File: src/rtl/sdc_card_cmd_responder_pkg.sv
// Shared definitions for the SD card-side CMD responder: FSM encoding,
// frame lengths and fixed CMD-line field values.
package sdc_card_cmd_responder_pkg;

  typedef enum logic [2:0] {
    ST_IDLE     = 3'd0,
    ST_RX       = 3'd1,
    ST_CHECK    = 3'd2,
    ST_WAIT_RSP = 3'd3,
    ST_TX       = 3'd4
  } state_e;

  localparam int         CMD_FRAME_LEN = 48;
  localparam int         RSP_LONG_LEN  = 136;
  localparam logic [6:0] CRC7_POLY     = 7'h09;
  localparam logic [5:0] R2_INDEX      = 6'h3F;
  localparam logic [6:0] NO_CRC_FIELD  = 7'h7F;

endpackage

File: src/rtl/sdc_card_cmd_responder_crc7.sv
// Serial CRC7 (x^7 + x^3 + 1), one bit per enabled clock, MSB-first data.
module sdc_crc7
  import sdc_card_cmd_responder_pkg::*;
(
  input  logic       clk_i,
  input  logic       rst_i,
  input  logic       clr_i,
  input  logic       en_i,
  input  logic       bit_i,
  output logic [6:0] crc_o
);

  logic [6:0] crc_q, crc_d;
  logic       fb;

  always_comb begin
    fb    = bit_i ^ crc_q[6];
    crc_d = crc_q;
    if (clr_i) begin
      crc_d = 7'd0;
    end else if (en_i) begin
      crc_d = {crc_q[5:0], 1'b0} ^ (fb ? CRC7_POLY : 7'd0);
    end
  end

  always_ff @(posedge clk_i or posedge rst_i) begin
    if (rst_i) crc_q <= 7'd0;
    else       crc_q <= crc_d;
  end

  assign crc_o = crc_q;

endmodule

File: src/rtl/sdc_card_cmd_responder.sv
// Card-side SD CMD line endpoint: receives 48-bit commands, answers with 48/136-bit
// responses. Define SDC_RSP_FALL_LAUNCH_EN to launch CMD drive on the falling edge.
module sdc_card_cmd_responder
  import sdc_card_cmd_responder_pkg::*;
#(
  parameter int NCR_MIN     = 2,
  parameter int RSP_TIMEOUT = 64
) (
  input  logic         sd_clk_i,
  input  logic         rst_i,
  input  logic         sd_cmd_i,
  output logic         sd_cmd_out_o,
  output logic         sd_cmd_oe_o,
  output logic         cmd_valid_o,
  output logic [5:0]   cmd_index_o,
  output logic [31:0]  cmd_arg_o,
  output logic         cmd_crc_err_o,
  input  logic         rsp_valid_i,
  output logic         rsp_ready_o,
  input  logic         rsp_long_i,
  input  logic         rsp_no_crc_i,
  input  logic [5:0]   rsp_index_i,
  input  logic [127:0] rsp_payload_i,
  output logic         rsp_done_o
);

  localparam int N_W = $clog2(RSP_TIMEOUT + NCR_MIN + 2);

  // Handshake: a response is taken on any rising edge where rsp_valid_i and
  // rsp_ready_o are both high; rsp_ready_o is only high while a command waits.
  state_e         state_q, state_d;
  logic [5:0]     rx_cnt_q, rx_cnt_d;
  logic [45:0]    rx_sr_q, rx_sr_d;
  logic           cmd_valid_q, cmd_valid_d;
  logic           cmd_crc_err_q, cmd_crc_err_d;
  logic [5:0]     cmd_index_q, cmd_index_d;
  logic [31:0]    cmd_arg_q, cmd_arg_d;
  logic           ready_q, ready_d;
  logic           have_q, have_d;
  logic [N_W-1:0] n_q, n_d;
  logic [135:0]   tx_frame_q, tx_frame_d;
  logic           tx_long_q, tx_long_d;
  logic           tx_no_crc_q, tx_no_crc_d;
  logic [7:0]     tx_cnt_q, tx_cnt_d;
  logic           out_q, out_d;
  logic           oe_q, oe_d;
  logic           done_q, done_d;

  logic [46:0]    rx_full;
  logic [6:0]     crc_rx, crc_tx;
  logic           hs, tx_clr, tx_crc_en, tx_crc_bit, nb_bit;
  logic [7:0]     nb, tx_last;
  logic [2:0]     crc_sel;

  sdc_crc7 u_crc_rx (
    .clk_i (sd_clk_i),
    .rst_i (rst_i),
    .clr_i (state_q == ST_IDLE),
    .en_i  (state_q == ST_RX && rx_cnt_q < 6'd39),
    .bit_i (sd_cmd_i),
    .crc_o (crc_rx)
  );

  sdc_crc7 u_crc_tx (
    .clk_i (sd_clk_i),
    .rst_i (rst_i),
    .clr_i (tx_clr),
    .en_i  (tx_crc_en),
    .bit_i (tx_crc_bit),
    .crc_o (crc_tx)
  );

  always_comb begin
    state_d       = state_q;
    rx_cnt_d      = rx_cnt_q;
    rx_sr_d       = rx_sr_q;
    cmd_valid_d   = 1'b0;
    cmd_crc_err_d = 1'b0;
    cmd_index_d   = cmd_index_q;
    cmd_arg_d     = cmd_arg_q;
    ready_d       = ready_q;
    have_d        = have_q;
    n_d           = n_q;
    tx_frame_d    = tx_frame_q;
    tx_long_d     = tx_long_q;
    tx_no_crc_d   = tx_no_crc_q;
    tx_cnt_d      = tx_cnt_q;
    out_d         = out_q;
    oe_d          = oe_q;
    done_d        = 1'b0;
    tx_clr        = 1'b0;
    tx_crc_en     = 1'b0;
    tx_crc_bit    = 1'b0;
    rx_full       = {rx_sr_q, sd_cmd_i};
    hs            = rsp_valid_i & ready_q;
    nb            = tx_cnt_q + 8'd1;
    nb_bit        = tx_frame_q[8'd135 - nb];
    tx_last       = tx_long_q ? 8'(RSP_LONG_LEN - 1) : 8'(CMD_FRAME_LEN - 1);
    crc_sel       = 3'd6 - nb[2:0];

    case (state_q)
      ST_IDLE: begin
        out_d = 1'b1;
        oe_d  = 1'b0;
        if (!sd_cmd_i) begin
          state_d  = ST_RX;
          rx_cnt_d = 6'd0;
        end
      end

      ST_RX: begin
        rx_sr_d  = rx_full[45:0];
        rx_cnt_d = rx_cnt_q + 6'd1;
        if (rx_cnt_q == 6'd46) begin
          state_d = ST_CHECK;
          n_d     = N_W'(1);
          // Transmission bit 0 is another device's response: drop it quietly.
          if (rx_full[46]) begin
            cmd_valid_d   = 1'b1;
            cmd_index_d   = rx_full[45:40];
            cmd_arg_d     = rx_full[39:8];
            cmd_crc_err_d = (rx_full[7:1] != crc_rx) | ~rx_full[0];
            ready_d       = ~cmd_crc_err_d;
          end
        end
      end

      ST_CHECK, ST_WAIT_RSP: begin
        state_d = ST_WAIT_RSP;
        n_d     = n_q + 1'b1;
        if (hs) begin
          have_d      = 1'b1;
          ready_d     = 1'b0;
          tx_long_d   = rsp_long_i;
          tx_no_crc_d = rsp_no_crc_i & ~rsp_long_i;
          tx_frame_d  = rsp_long_i ?
                        {2'b00, R2_INDEX, rsp_payload_i[127:1], 1'b1} :
                        {2'b00, rsp_index_i, rsp_payload_i[31:0], NO_CRC_FIELD, 1'b1, 88'd0};
        end
        if (have_q || hs) begin
          // Launch the start bit once the next cycle satisfies Ncr.
          if (int'(n_q) + 1 >= NCR_MIN) begin
            state_d  = ST_TX;
            have_d   = 1'b0;
            out_d    = 1'b0;
            oe_d     = 1'b1;
            tx_cnt_d = 8'd0;
            tx_clr   = 1'b1;
          end
        end else if (!ready_q) begin
          state_d = ST_IDLE;
        end else if (int'(n_q) + 1 >= RSP_TIMEOUT) begin
          ready_d = 1'b0;
          state_d = ST_IDLE;
        end
      end

      ST_TX: begin
        if (tx_cnt_q == tx_last) begin
          out_d   = 1'b1;
          oe_d    = 1'b0;
          done_d  = 1'b1;
          state_d = ST_IDLE;
        end else begin
          tx_cnt_d = nb;
          out_d    = nb_bit;
          if (!tx_long_q && !tx_no_crc_q && nb >= 8'd40 && nb <= 8'd46) out_d = crc_tx[crc_sel];
          // Bit 0 is always a 0 start bit, a no-op for CRC, so feeding starts at bit 1.
          if (nb <= 8'd39) begin
            tx_crc_en  = 1'b1;
            tx_crc_bit = nb_bit;
          end
        end
      end

      default: state_d = ST_IDLE;
    endcase
  end

  always_ff @(posedge sd_clk_i or posedge rst_i) begin
    if (rst_i) begin
      state_q       <= ST_IDLE;
      rx_cnt_q      <= 6'd0;
      rx_sr_q       <= 46'd0;
      cmd_valid_q   <= 1'b0;
      cmd_crc_err_q <= 1'b0;
      cmd_index_q   <= 6'd0;
      cmd_arg_q     <= 32'd0;
      ready_q       <= 1'b0;
      have_q        <= 1'b0;
      n_q           <= '0;
      tx_frame_q    <= 136'd0;
      tx_long_q     <= 1'b0;
      tx_no_crc_q   <= 1'b0;
      tx_cnt_q      <= 8'd0;
      out_q         <= 1'b1;
      oe_q          <= 1'b0;
      done_q        <= 1'b0;
    end else begin
      state_q       <= state_d;
      rx_cnt_q      <= rx_cnt_d;
      rx_sr_q       <= rx_sr_d;
      cmd_valid_q   <= cmd_valid_d;
      cmd_crc_err_q <= cmd_crc_err_d;
      cmd_index_q   <= cmd_index_d;
      cmd_arg_q     <= cmd_arg_d;
      ready_q       <= ready_d;
      have_q        <= have_d;
      n_q           <= n_d;
      tx_frame_q    <= tx_frame_d;
      tx_long_q     <= tx_long_d;
      tx_no_crc_q   <= tx_no_crc_d;
      tx_cnt_q      <= tx_cnt_d;
      out_q         <= out_d;
      oe_q          <= oe_d;
      done_q        <= done_d;
    end
  end

`ifdef SDC_RSP_FALL_LAUNCH_EN
  logic out_f_q, oe_f_q;

  always_ff @(negedge sd_clk_i or posedge rst_i) begin
    if (rst_i) begin
      out_f_q <= 1'b1;
      oe_f_q  <= 1'b0;
    end else begin
      out_f_q <= out_q;
      oe_f_q  <= oe_q;
    end
  end

  assign sd_cmd_out_o = out_f_q;
  assign sd_cmd_oe_o  = oe_f_q;
`else
  assign sd_cmd_out_o = out_q;
  assign sd_cmd_oe_o  = oe_q;
`endif

  assign cmd_valid_o   = cmd_valid_q;
  assign cmd_index_o   = cmd_index_q;
  assign cmd_arg_o     = cmd_arg_q;
  assign cmd_crc_err_o = cmd_crc_err_q;
  assign rsp_ready_o   = ready_q;
  assign rsp_done_o    = done_q;

endmodule

File: config.mk
export PLATFORM = sky130hd
export DESIGN_NAME = sdc_card_cmd_responder
export DESIGN_NICKNAME = d
export VERILOG_FILES = /design/src/rtl/sdc_card_cmd_responder_pkg.sv /design/src/rtl/sdc_card_cmd_responder_crc7.sv /design/src/rtl/sdc_card_cmd_responder.sv
export SDC_FILE = /design/constraint.sdc
export NUM_CORES = 1
export LEC_CHECK = 0
export ABC_AREA = 1
export ABC_CLOCK_PERIOD_IN_PS = 14400
export CORE_ASPECT_RATIO = 2
export CORE_MARGIN = 1.5
export CORE_UTILIZATION = 55
export CTS_CLUSTER_DIAMETER = 100
export DETAILED_ROUTE_END_ITERATION = 12
export PLACE_DENSITY = 0.9
export SYNTH_ARGS = -nofsm -noshare
export SYNTH_HDL_FRONTEND = slang
export SYNTH_HIERARCHICAL = 1
export SYNTH_SLANG_ARGS = --single-unit
File: constraint.sdc
create_clock -name sd_clk_i -period 14.4 [get_ports sd_clk_i]
set_input_delay 2.16 -clock sd_clk_i [delete_from_list [all_inputs] [get_ports sd_clk_i]]
set_output_delay 2.16 -clock sd_clk_i [all_outputs]
set_load 0.01 [all_outputs]
==> impl_metrics.ini <==
[run_status]
status = finished, final reports clean

[grt]
use_met2_pct = 50.7
antenna_found_initial = 0
grt_pass1_wl_um = 54300
grt_max_degree = 94
grtUsageMet1_pct = 31.1
grt_busiest_layer = met2
grt_util_all_layers_pct = 29.0
grt_pass1_vias = 11600
use_met3_pct = 4.63
gr-total-overflow = 0

[die]
die_area_um2 = 23700
coreArea_um2 = 22200
initial_core_util_pct = 56.4
fp.dieW_um = 110
die_h_um = 216
ioPinCount = 184
floorplan.rows = 77

[clock_tree]
cts_root_buffer = clkbuf_16
cts.sinks = 264
cts_hold_buf = 0
clk_latency_ps = 520
cts_buffers = 23
cts_max_path_buffers = 3
post_cts_buffers = 0
cts_htree_levels = 1
cts_tree = done
clk_pin_slew_ps = 70
cts.repair.resized = 0

[routing]
drcViolationCount = 0
wl_per_cell_um = 17.4
drt_wl_total_um = 33900
dr.pass1.iters = 6
drt_iter0_drc = 858
drtAntennaViolNets = 0
vias_per_cell = 5.78
vias = 11300

[layout]
antenna_cells = 0
fillerInstances = 1608
area_growth_pct = 21.9
multi_input_area_um2 = 4620
final_common_cell = nand2_1
regArea_um2 = 6610
mostFrequentLayoutCells = nand2_1, dfrtp_1, inv_1, o21ai_0, clkdlybuf4s50_1
drive_gt1_share_pct = 5.74
final_nets = 1806

[placement]
pre_cts_ws_ps = 9520
gp_congestion = 0.883
hpwl_um = 22200
io_buffers = 183

[min_path]
holdCritPathClass = flop to flop
hold_start = rx_sr_q[24]
hold_depth = 2
min_to = rx_sr_q[25]

[pwr]
peakVddDrop_v = 0.000128
p_per_area_nw_per_um2 = 133
p_leak_nw = 7.13

[synthesis]
syn_inst = 1520
syn_avg_cell_area_um2 = 8.22
synth_area_leaders = dfrtp_1, nand2_1, o21ai_0
synth_top_area_cell = dfrtp_1
ys_seq_elements = 264
synth_cell_type_count = 44
syn-num-nets = 1669
ys_warn_count = 6
synthFlopType = dfrtp_1
ys_seq_area_share_pct = 52.9
netlist_area_um2 = 12500
synthArstFlopShare_pct = 100
synth_edf_count = 0
synth_top_area_share_pct = 52.7

[critical_path]
crit_required_ps = 14820
rr_startpoint = tx_cnt_q[0]
reg2reg_slack_ps = 9760
crit_type = flop to flop
crit_fanout = 48
rr_worst_depth = 16
startpoint_type = flop
arrival_ps = 5060
cp-end-kind = flop
timing.rr.end = u_crc_tx/crc_o[3]

[sta]
finalCritPeriodShare_pct = 32.2
max_freq_mhz = 215
worst_pin_slew_ps = 1180
finalWorstSetupSlack_ps = 9760
finalHoldViolations = 0
slew_violations = 0
setup_violations = 0
rsz0062_at_grt = no
relSlewSlack_pct = 21.3
finalSetupTns_ps = 0
period_minus_slack_ps = 4640
skew_ps = 12.8

[job]
cap_violations = 0
## where the power goes
part	internal, mW	switching [mW]
clock	0.380	0.278
sequential	0.798	0.0515
combinational	0.168	0.347
## worst max path at each step
stage	start	endpoint	slack, ps	cells past startpoint
final	tx_cnt_q[0]	u_crc_tx/crc_o[3]	9760	16
after global routing	tx_cnt_q[0]	u_crc_tx/crc_o[3]	9590	16
after CTS	tx_cnt_q[0]	u_crc_tx/crc_o[3]	9920	16
after detailed placement	rsp_valid_i	tx_frame_q[0]	9520	9
after global placement	rsp_valid_i	tx_frame_q[0]	9630	9
after floorplan	rst_i	cmd_arg_o[0]	5370	1
## worst max-delay path: stages, from the launching register on
cell and delay, ps:
dfrtp_2 680, inv_2 480, ha_1 460, buf_4 460, inv_2 460, a21oi_1 230, o21ai_1 100, o21ai_1 150
a21oi_1 150, nor3_1 210, nand4_1 200, a21boi_0 470, inv_1 120, nand2_1 110, nand3_1 70, nand3_1 80
nand2_1 50
## state kept, by name (all words and copies together), names as in the netlist, 3 cells and up
register and count:
cmd_arg_o 32, cmd_index_o 6, n_q 7, rx_cnt_q 6, rx_sr_q 46, state_q 3, tx_cnt_q 8, tx_frame_q 134
u_crc_rx/crc_o 7, u_crc_tx/crc_o 7
## routing by layer
metal	vias up	wire length, µm	part of all wire, %
met2	553	17500	52
met5	-	0	0
met4	0	2410	7.1
met1	5363	11600	34
met3	182	2370	7.0
li1	5153	-	-
## cell usage after synthesis, types with 15 or more instances
master / instances
nand2_1: 362
dfrtp_1: 263
inv_1: 230
o21ai_0: 195
nand3_1: 135
o211ai_1: 49
clkbuf_1: 44
nor2_1: 38
o22ai_1: 35
buf_2: 26
a21oi_1: 18
inv_2: 15
## stage by stage
stage	std cells	instance area, µm²	total power [mW]	util (%)	hold slack [ps]
floorplan	1520	12500	1.21	-	437
global placement	1908	14400	1.34	65.1	451
detailed placement	1908	14400	1.36	65.1	461
CTS	1948	15200	2.02	68.7	483
global route	1948	15200	2.11	68.7	507
finish	1948	15200	2.02	68.7	481
## area by class of cell
type / count / area share (%)
clock buffers: 32 / 4.40
clock inverters: 8 / 0.846
inverters: 247 / 6.14
multi-input cells: 926 / 30.3
flip-flops and latches: 264 / 43.4
well taps: 276 / 2.27
repair buffers: 195 / 12.6
## cell families (layout without fill, tap and decap cells)
kind of cell / count (synthesis) / after routing / share of synthesized area (%)
DFF: 264 / 264 / 52.9
xor gates and xnor gates: 15 / 15 / 1.29
muxes: 1 / 1 / 0.0901
AOI/OAI and AO/OA: 330 / 330 / 15.1
adders and majority gates: 9 / 9 / 0.901
and+or+nand+nor: 571 / 571 / 19.4
buffers and inverters: 330 / 482 / 10.3
No activity file was read; power rests on OpenSTA's default activity.
